**src/rtl/seq_priority_encoder_pkg.sv**
```systemverilog
// Shared definitions for the sequential 16-to-4 priority encoder.
//   N, W          : request width and code width
//   ST_*          : FSM state encodings (2'd3 is unused and recovers to IDLE)
//   popcount16()  : number of set bits in a 16-bit vector, 0..16
package seq_priority_encoder_pkg;

    localparam int N = 16;
    localparam int W = 4;

    localparam logic [1:0] ST_IDLE  = 2'd0;
    localparam logic [1:0] ST_EMIT  = 2'd1;
    localparam logic [1:0] ST_EMPTY = 2'd2;

    function automatic logic [W:0] popcount16(input logic [N-1:0] v);
        logic [W:0] c;
        c = '0;
        for (int i = 0; i < N; i++) begin
            c = c + {{W{1'b0}}, v[i]};
        end
        return c;
    endfunction

endpackage

```
**src/rtl/prio_enc16.sv**
```systemverilog
// Combinational 16-bit priority encoder, bit 0 has highest priority.
//   in_i     : input vector
//   idx_o    : index of the lowest set bit (0 when no bit is set)
//   any_o    : at least one bit set
//   single_o : exactly one bit set
module prio_enc16
    import seq_priority_encoder_pkg::*;
(
    input  logic [N-1:0] in_i,
    output logic [W-1:0] idx_o,
    output logic         any_o,
    output logic         single_o
);

    always_comb begin
        idx_o = '0;
        // Scan from the top down so the lowest set bit is the final writer.
        for (int i = N - 1; i >= 0; i--) begin
            if (in_i[i]) idx_o = W'(i);
        end
    end

    assign any_o    = |in_i;
    // Clearing the lowest set bit leaves zero only when one bit was set.
    assign single_o = any_o && ((in_i & (in_i - 1'b1)) == '0);

endmodule

```
**src/rtl/seq_priority_encoder.sv**
```systemverilog
// Sequential 16-to-4 encoder: latches a request vector, then emits the index
// of every set bit, lowest first, one valid/ready beat per bit. An all-zero
// vector produces a single beat flagged with none.
//   clk, rst_n              : clock, asynchronous active-low reset
//   req_valid/req_ready/req : request vector handshake (ready only in IDLE)
//   code_valid/code_ready   : output beat handshake
//   code, last, none        : beat payload
//   busy                    : a vector is latched and not yet drained
//   count                   : popcount of the latched vector, present only
//                             when SEQ_PRIORITY_ENCODER_COUNT_EN is defined
// All outputs decode registered state only.
module seq_priority_encoder
    import seq_priority_encoder_pkg::*;
(
    input  logic         clk,
    input  logic         rst_n,
    input  logic         req_valid,
    output logic         req_ready,
    input  logic [N-1:0] req,
    output logic         code_valid,
    input  logic         code_ready,
    output logic [W-1:0] code,
    output logic         last,
    output logic         none,
`ifdef SEQ_PRIORITY_ENCODER_COUNT_EN
    output logic [W:0]   count,
`endif
    output logic         busy
);

    logic [1:0]   state_q, state_d;
    logic [N-1:0] pend_q, pend_d;
    logic [W-1:0] idx;
    logic         any;
    logic         single;

    prio_enc16 u_enc (
        .in_i     (pend_q),
        .idx_o    (idx),
        .any_o    (any),
        .single_o (single)
    );

    always_comb begin
        state_d = state_q;
        pend_d  = pend_q;
        case (state_q)
            ST_IDLE: begin
                if (req_valid) begin
                    pend_d  = req;
                    state_d = (req != '0) ? ST_EMIT : ST_EMPTY;
                end
            end
            ST_EMIT: begin
                if (code_ready) begin
                    // Drop the bit just emitted (the lowest set bit).
                    pend_d = pend_q & (pend_q - 1'b1);
                    if (single) state_d = ST_IDLE;
                end
            end
            ST_EMPTY: begin
                if (code_ready) state_d = ST_IDLE;
            end
            default: begin
                state_d = ST_IDLE;
                pend_d  = '0;
            end
        endcase
    end

    always_ff @(posedge clk or negedge rst_n) begin
        if (!rst_n) begin
            state_q <= ST_IDLE;
            pend_q  <= '0;
        end else begin
            state_q <= state_d;
            pend_q  <= pend_d;
        end
    end

    assign req_ready  = (state_q == ST_IDLE);
    assign code_valid = (state_q == ST_EMIT) || (state_q == ST_EMPTY);
    assign busy       = code_valid;
    assign code       = (state_q == ST_EMIT) ? idx : '0;
    assign last       = ((state_q == ST_EMIT) && any && single) || (state_q == ST_EMPTY);
    assign none       = (state_q == ST_EMPTY);

`ifdef SEQ_PRIORITY_ENCODER_COUNT_EN
    logic [W:0] count_q;

    always_ff @(posedge clk or negedge rst_n) begin
        if (!rst_n) begin
            count_q <= '0;
        end else if (req_valid && req_ready) begin
            count_q <= popcount16(req);
        end
    end

    assign count = count_q;
`endif

endmodule

```
**config.mk**
```make
export PLATFORM = sky130hd
export DESIGN_NAME = seq_priority_encoder
export DESIGN_NICKNAME = d
export VERILOG_FILES = /design/src/rtl/seq_priority_encoder_pkg.sv /design/src/rtl/prio_enc16.sv /design/src/rtl/seq_priority_encoder.sv
export SDC_FILE = /design/constraint.sdc
export NUM_CORES = 1
export LEC_CHECK = 0
export CORE_AREA = 2 2 63 50
export DETAILED_ROUTE_END_ITERATION = 16
export DIE_AREA = 0 0 65 52
export PLACE_DENSITY = 0.85
export SYNTH_ARGS = -nofsm -noshare
export SYNTH_HDL_FRONTEND = slang
export SYNTH_HIERARCHICAL = 1
export SYNTH_SLANG_ARGS = --single-unit
```
**constraint.sdc**
```tcl
create_clock -name clk -period 4.1 [get_ports clk]
set_clock_uncertainty 0.2 [all_clocks]
set_input_delay 0.82 -clock clk [delete_from_list [all_inputs] [get_ports clk]]
set_output_delay 0.82 -clock clk [all_outputs]
set_load 0.01 [all_outputs]
```
After elaboration in Yosys (flattened, before gate mapping)
Cells that the tools add are included.

Register bits: 18. Bits of input ports: 20. Output and inout bits: 9. Word-level logic and storage cells: 48.

$add $sub $neg: 1. Eq/ne operators: 6. Multiplexer cells: 26. Bitwise gates (word level): 2. Reduce and logical (&&, ||, !) cells: 11.

Operator list (count): 4-bit 2-to-1 mux (17); 16-bit case mux with 3 select lines (1); 16-bit 2-to-1 mux (2); 16-bit AND (1); 16-bit zero test (1); 16-bit nonzero test (1); 16-bit OR reduction (1); 16-bit by 1-bit subtractor with 16-bit output, second input constant (1); 2-bit 2-to-1 mux (5); 2-bit inequality test, second input constant (4); 2-bit case mux with 3 select lines (1); 4-bit AND reduction (1); 1-bit logical AND (3); 3-bit AND reduction (1); 2-bit by 1-bit equality test with 1-bit output, second input constant (1); 2-bit equality test, second input constant (1); 2-bit zero test (1); 1-bit logical OR (2); 1-bit NOT (1).

Longest topological paths before layout
Gate-level depths: netlist (run 1).

Depth in word-level cells: 17. Gate-level depth with buffers: 9. Gate-level depth less buffers: 9.

Hierarchy
The synthesis (run 1) kept the hierarchy.

By module, submodules not included: seq_priority_encoder (times used 1, cells each 106, area each 1044.8 um2, seq. area each 450.4 um2); prio_enc16 (times used 1, cells each 51, area each 327.8 um2, seq. area each 0.0 um2).

Worst setup path after synthesis (run 1)
OpenSTA, ideal clock, no wires.

Path type: flip-flop to output port. Start: reg pend_q[7]. End: out last. Data arrival time: 1.629 ns. Required time: 3.080 ns. Setup slack: 1.451 ns. Cell stages (with the launch flop): 7. Path buffers: 0. Path through: dfrtp_1 -> nor4_4 -> nand2_2 -> o41ai_2 -> nor2_1 -> nor4_2 -> a31o_2.

Longest elaborated chain between the ends: 6.

Ends and longest elaborated chain: start, declared (line seq_priority_encoder.sv:32) `logic [N-1:0] pend_q, pend_d;`; start signal, assigned (line seq_priority_encoder.sv:77) `pend_q <= pend_d;`; 16-bit by 1-bit subtractor with 16-bit output (line prio_enc16.sv:25) `assign single_o = any_o && ((in_i & (in_i - 1'b1)) == '0);`; 16-bit AND (line prio_enc16.sv:25); 16-bit zero test (line prio_enc16.sv:25); 1-bit logical AND (*) (line prio_enc16.sv:25); net single (line seq_priority_encoder.sv:35) `logic single;`; 1-bit logical AND (*) (line seq_priority_encoder.sv:85) `assign last = ((state_q == ST_EMIT) && any && single) || (state_q == ST_EMPTY);`; 1-bit logical OR (*) (line seq_priority_encoder.sv:85); end, declared (line seq_priority_encoder.sv:23) `output logic last,`.

Mark *: on every way through the listed nets, which the timed path passes. The rest lies on a longest branch.

Worst setup path in the final report (run 1)
Start: reg pend_q[3]. End: out last.

The elaborated chain is that of the path after synthesis.

==> results.sh, run 1 <==
export IMPL_antenna_found_initial=0
export IMPL_insertion_delay_ns=0.26
export IMPL_clockBufferDepth=2
export IMPL_synth_top_area_cell="dfrtp_1"
export IMPL_cts_setup_buffers=0
export IMPL_drive_above_1_share_pct=9.677
export IMPL_status="finished, final reports clean"
export IMPL_routedWlPerCell_um=17.00
export IMPL_start_util_pct=49.26
export IMPL_r2r_end="pend_q[12]$_DFFE_PN0P_"
export IMPL_grt_pass1_wl_um=6182
export IMPL_p_leak_nw=0.7082
export IMPL_ios=29
export IMPL_synth_edf_count=0
export IMPL_grt_util_all_layers_pct=24.22
export IMPL_grt_max_degree=21
export IMPL_drc=0
export IMPL_power_density_nw_per_um2=820.8
export IMPL_synth_flop_cell="dfrtp_1"
export IMPL_final_setup_tns_ns=0
export IMPL_finalCriticalPeriod_ns=3.620
export IMPL_yosys_register_bits=18
export IMPL_cts_sinks=18
export IMPL_synth_area_per_cell_sq_um=8.742
export IMPL_synth_nets=180
export IMPL_report_final_slew_viol_count=0
export IMPL_cts_tree="built"
export IMPL_cts_hold_fix_buffers=0
export IMPL_synth_warnings=6
export IMPL_r2r_start="state_q[1]$_DFFE_PN0P_"
export IMPL_fp_dieH_um=52
export IMPL_final_util_pct=62.60
export IMPL_rows=17
export IMPL_yosysUniqueCellTypes=44
export IMPL_drtPass1Iterations=5
export IMPL_irDropWorstVdd_v=0.0003927
export IMPL_max_freq_ghz=0.2762
export IMPL_cts_htree_levels=1
export IMPL_ys_seq_area_share_pct=32.82
export IMPL_synth_most_common_cell="nand2_1"
export IMPL_hpwl_um=2814
export IMPL_critPathLaunchType="flip-flop"
export IMPL_hp_class="flip-flop to flip-flop"
export IMPL_finalSetupViolations=0
export IMPL_routed_via_count=1424
export IMPL_clock_root_buffer="clkbuf_8"
export IMPL_synthCells=157
export IMPL_grt_pass1_vias=1257
export IMPL_grt_overflow=0
export IMPL_hold_viol=0
export IMPL_worstMarginPinSlew_ns=0.8610
export IMPL_startpoint="pend_q[3]$_DFFE_PN0P_"
export IMPL_diodes=0
export IMPL_period_share_pct=88.30
export IMPL_portBuffers=28
export IMPL_cap_violations=0
export IMPL_cp_required_ns=3.08
export IMPL_synth_area_leaders="dfrtp_1 (33%), nand2_1 (5.7%), a22o_1 (5.1%)"
export IMPL_syn_cell_area_sq_um=1373
export IMPL_synth_commonest_cells="nand2_1 (21), dfrtp_1 (18), nor2_1 (15)"
export IMPL_design_die_area_sq_um=3380
export IMPL_wirelength_um=3807
export IMPL_path_clk_slew_ns=0.07
export IMPL_fp_dieW_um=65
export IMPL_endpoint="last"
export IMPL_vias_per_cell=6.357
export IMPL_path_class="flip-flop to primary output"
export IMPL_async_flop_share_pct=100.0
export IMPL_ctsResizeCount=0
export IMPL_routabilityCongestion=0.8949
export IMPL_cp_arrival_ns=2.60
export IMPL_cp_end_kind="primary output"
export IMPL_drtIter0Drc=192
export IMPL_slew_headroom_pct=42.42
export IMPL_antenna_left=0
export IMPL_core_area_sq_um=2786
export IMPL_reg2reg_setup_slack_ns=1.50
export IMPL_cp_max_fo=6
export IMPL_area_growth_pct=27.07
export IMPL_numCtsBuffers=3
export IMPL_reg2reg_depth=6
export IMPL_rsz0062_at_grt="no"
export IMPL_yosys_area_top_type_share_pct=32.82
export IMPL_final_nets=210
layout make-up:
class / count / area (sq um)
clock buffers: 4 / 55.05
fillers: 246 / 1042
repair buffers: 29 / 287.8
flip-flops and latches: 18 / 450.4
well taps: 38 / 47.55
multi-input cells: 127 / 873.3
inverters: 8 / 30.03
layer usage:
layer | vias up | GRT usage, % | routed length, um
met3 | 2 | 5.411 | 334
met1 | 688 | 34.46 | 1731
met4 | 0 | 3.191 | 2
met5 | - | 0 | 0
li1 | 656 | - | -
met2 | 78 | 38.66 | 1738
power breakdown:
part,switching (W),internal (W)
Combinational,0.000425,0.000423
Sequential,0.000186,0.000250
Clock,0.0000619,0.0000855
Total,0.000672,0.000759
cell usage in the layout, fill, tap and decap left out, types with 2 or more instances in the layout:
cell,n
o31ai_1,3
nand3_1,4
nor2b_1,4
nor2_1,15
a22o_1,8
nand2_1,21
or4_4,2
and2_1,4
nor4_1,6
a211oi_1,3
nor3_1,5
or3_1,3
inv_1,8
clkdlybuf4s50_1,28
o22ai_1,2
o21ai_0,10
a21oi_1,7
clkbuf_8,4
dfrtp_1,18
ha_1,3
a32o_1,3
nor4_4,2
sequential cells by signal, indices dropped and copies added (netlist names):
| name | cells |
|---|---|
| pend_q | 16 |
| state_q | 2 |
cell families (layout without fill, tap and decap cells):
| family | count (synthesis) | in the layout | share of synthesized area, % |
|---|---|---|---|
| XOR/XNOR | 1 | 1 | 0.6382 |
| multiplexers | 2 | 2 | 1.550 |
| AND/OR/NAND/NOR | 72 | 72 | 30.99 |
| adder cells (fa/ha/maj) | 3 | 3 | 2.735 |
| buffers and inverters | 12 | 41 | 3.555 |
| flip-flops | 18 | 18 | 32.82 |
| AO/OA/AOI/OAI | 49 | 49 | 27.71 |
worst min-delay path by stage:
stage	cells after the start	from	to	slack, ns
after floorplan	1	state_q[1]$_DFFE_PN0P_	state_q[1]$_DFFE_PN0P_	0.31
after global placement	1	state_q[1]$_DFFE_PN0P_	state_q[1]$_DFFE_PN0P_	0.32
after detailed placement	1	state_q[1]$_DFFE_PN0P_	state_q[1]$_DFFE_PN0P_	0.36
after CTS	1	state_q[1]$_DFFE_PN0P_	state_q[1]$_DFFE_PN0P_	0.38
after global routing	1	state_q[1]$_DFFE_PN0P_	state_q[1]$_DFFE_PN0P_	0.41
final	1	state_q[1]$_DFFE_PN0P_	state_q[1]$_DFFE_PN0P_	0.37
worst max-delay path, cell delays in order, from the launching register on:
cell	delay, ns
dfrtp_1	0.47
nor4_4	0.40
nand2_2	0.14
o41ai_2	0.23
nor2_1	0.09
nor4_2	0.29
a31o_2	0.20
clkdlybuf4s50_1	0.52
per-stage QoR:
| step | power, W | setup WS (ns) | std cells | cell area (sq um) | hold slack (ns) |
|---|---|---|---|---|---|
| 6_report | 0.001432 | 0.4797 | 224 | 1744 | 0.3680 |
| 4_1_cts | 0.001415 | 0.4960 | 224 | 1744 | 0.3754 |
| 3_3_place_gp | 0.001239 | 0.8622 | 220 | 1689 | 0.3227 |
| 5_1_grt | 0.001540 | 0.2873 | 224 | 1744 | 0.4084 |
| 3_5_place_dp | 0.001263 | 0.7715 | 220 | 1689 | 0.3600 |
| 2_1_floorplan | 0.001010 | 1.451 | 157 | 1373 | 0.3062 |
(Power assumes the default switching activity.)
==> run 2, diff against run 1 <==
--- a/config.mk
+++ b/config.mk
@@ -5,10 +5,10 @@
 export SDC_FILE = /design/constraint.sdc
 export NUM_CORES = 1
 export LEC_CHECK = 0
-export CORE_AREA = 2 2 63 50
+export CORE_AREA = 2 2 64 51
 export DETAILED_ROUTE_END_ITERATION = 16
-export DIE_AREA = 0 0 65 52
-export PLACE_DENSITY = 0.85
+export DIE_AREA = 0 0 66 53
+export PLACE_DENSITY = 0.82
 export SYNTH_ARGS = -nofsm -noshare
 export SYNTH_HDL_FRONTEND = slang
 export SYNTH_HIERARCHICAL = 1
==> run 2 against run 1 <==
  * Sequential cell count unchanged
  * Worst hold slack lost 0.012 ns
  * Global-route usage shrank 0.93 points
  * Count of clock-buffer cells in the layout fell by 1
  * Setup slack gained 0.038 ns
  * Wire length decreased by 0.42%
  * Non-clock buffer count unchanged
  * Sequential power is essentially flat
  * Clock power down 16%
  * Die area is 3.5% higher
  * Critical path depth did not move
  * First-iteration DRC count shrank 18%
  * Largest cell class unchanged
==> results.sh, run 2 (synthesis results as in run 1) <==
export IMPL_routabilityCongestion=0.9232
export IMPL_p_int_w=0.0007396
export IMPL_path_class="flip-flop to primary output"
export IMPL_irDropWorstVdd_v=0.0002926
export IMPL_slew_headroom_pct=44.51
export IMPL_hp_class="flip-flop to flip-flop"
export IMPL_cp_required_ns=3.08
export IMPL_wirelength_um=3791
export IMPL_drtIter0Drc=157
export IMPL_drc=0
export IMPL_drtPass1Iterations=4
export IMPL_p_leak_nw=0.7010
export IMPL_grt_util_all_layers_pct=23.29
export IMPL_power_frac_clock_pct=8.8
export IMPL_hold_viol=0
export IMPL_largest_reg_flops=16
export IMPL_fin_cells=223
export IMPL_cp_max_fo=8
export IMPL_antenna_left=0
export IMPL_rsz0062_at_grt="no"
export IMPL_core_area_sq_um=2850
export IMPL_cts_setup_buffers=0
export IMPL_clock_root_buffer="clkbuf_8"
export IMPL_cp_end_kind="primary output"
export IMPL_placedCellCount=220
export IMPL_vias_per_cell=6.309
export IMPL_grt_overflow=0
export IMPL_critPathLaunchType="flip-flop"
export IMPL_p_sw_w=0.0006654
export IMPL_ctsResizeCount=0
export IMPL_place_area_sq_um=1689
export IMPL_cap_violations=0
export IMPL_finalSetupViolations=0
export IMPL_post_route_cell_area_sq_um=1730
export IMPL_portBuffers=28
export IMPL_cts_hold_fix_buffers=0
export IMPL_slowest_delay_ns=0.53
export IMPL_finalCriticalPeriod_ns=3.582
export IMPL_grt_max_degree=21
export IMPL_final_common_cell="clkdlybuf4s50_1"
export IMPL_design_die_area_sq_um=3498
export IMPL_hpwl_um=2840
export IMPL_max_freq_ghz=0.2792
export IMPL_ios=29
export IMPL_cp_arrival_ns=2.56
export IMPL_report_final_slew_viol_count=0
export IMPL_p_comb_share_pct=60.3
export IMPL_top_register="pend_q"
export IMPL_slowest_stage="clkdlybuf4s50_1"
export IMPL_final_cell_mix="clkdlybuf4s50_1 (28), nand2_1 (21), dfrtp_1 (18), nor2_1 (15), o21ai_0 (10)"
export IMPL_period_share_pct=87.36
export IMPL_fp_dieW_um=66
export IMPL_area_growth_pct=26.07
export IMPL_reg_top3="pend_q: 16 flops, state_q: 2 flops"
export IMPL_numCtsBuffers=3
export IMPL_rows=17
export IMPL_fp_dieH_um=53
export IMPL_cts_sinks=18
export IMPL_final_setup_tns_ns=0
export IMPL_worstMarginPinSlew_ns=0.8298
export IMPL_grt_pass1_vias=1269
export IMPL_path_cells="nor4_4 > nand2_2 > nor2_1 > xor2_1 > nor4_2 > a31o_2 > clkdlybuf4s50_1"
export IMPL_path_clk_slew_ns=0.07
export IMPL_status="finished, final reports clean"
export IMPL_insertion_delay_ns=0.25
export IMPL_clockBufferDepth=2
export IMPL_power_density_nw_per_um2=811.9
export IMPL_diodes=0
export IMPL_routedWlPerCell_um=17.00
export IMPL_start_util_pct=48.16
export IMPL_cts_tree="built"
export IMPL_drive_above_1_share_pct=9.189
export IMPL_final_nets=210
export IMPL_swShare_pct=47.36
export IMPL_antenna_found_initial=0
export IMPL_grt_pass1_wl_um=6106
export IMPL_seq_power_share_pct=30.9
export IMPL_cts_htree_levels=1
export IMPL_routed_via_count=1407
## run 2: cell count changes in the layout (fill, tap and decap cells not counted), sizes merged
cell | previous run | this run
clkbuf | 4 | 3
## run 2: path summary, 6_finish.rpt
path / startpoint / to / slack [ns] / cells after the start
max in group asynchronous: rst_n / pend_q[2]$_DFFE_PN0P_ / 2.34 / 1
min reg2reg: state_q[1]$_DFFE_PN0P_ / state_q[1]$_DFFE_PN0P_ / 0.36 / 1
min in group asynchronous: rst_n / pend_q[4]$_DFFE_PN0P_ / 0.84 / 1
max reg2reg: pend_q[6]$_DFFE_PN0P_ / state_q[1]$_DFFE_PN0P_ / 1.44 / 9
max: pend_q[6]$_DFFE_PN0P_ / last / 0.52 / 7
min: state_q[1]$_DFFE_PN0P_ / state_q[1]$_DFFE_PN0P_ / 0.36 / 1
## run 2: metrics by stage
stage	util (%)	hold slack, ns	total power (W)	setup slack, ns
final	60.71	0.3560	0.001405	0.5182
after floorplan	-	0.3062	0.001010	1.451
after global placement	59.26	0.3227	0.001243	0.8933
after CTS	60.71	0.3584	0.001393	0.5389
after detailed placement	59.26	0.3427	0.001261	0.8071
after global routing	60.71	0.3780	0.001516	0.3514
## run 2: final cells by class
| class | count | area, sq um |
|---|---|---|
| flip-flops and latches | 18 | 450.4 |
| clock buffers | 3 | 41.29 |
| well taps | 38 | 47.55 |
| multi-input cells | 127 | 873.3 |
| fillers | 247 | 1120 |
| repair buffers | 29 | 287.8 |
| inverters | 8 | 30.03 |
## run 2: power by group through the flow
stage                     sequential, W  clock [W]  combinational, W
after global placement         0.000423          0          0.000820
after detailed placement       0.000431          0          0.000830
after floorplan                0.000387          0          0.000623
after global routing           0.000452   0.000133          0.000930
after CTS                      0.000428   0.000125          0.000840
final                          0.000434   0.000123          0.000848
## run 2: critical path: cells and delay by family, from the launching register on
family                    cells  cell delay [ns]
and+or+nand+nor               4             1.01
xor gates and xnor gates      1             0.09
AOI/OAI and AO/OA             1             0.19
DFF                           1             0.49
buffers and inverters         1             0.53
## run 2: routing by layer
layer / global-route usage (%) / vias to the layer above / wire length [um]
li1: - / 651 / -
met1: 32.23 / 664 / 1684
met2: 36.03 / 84 / 1664
met3: 5.957 / 8 / 375
met4: 6.803 / 0 / 67
met5: 0 / - / 0
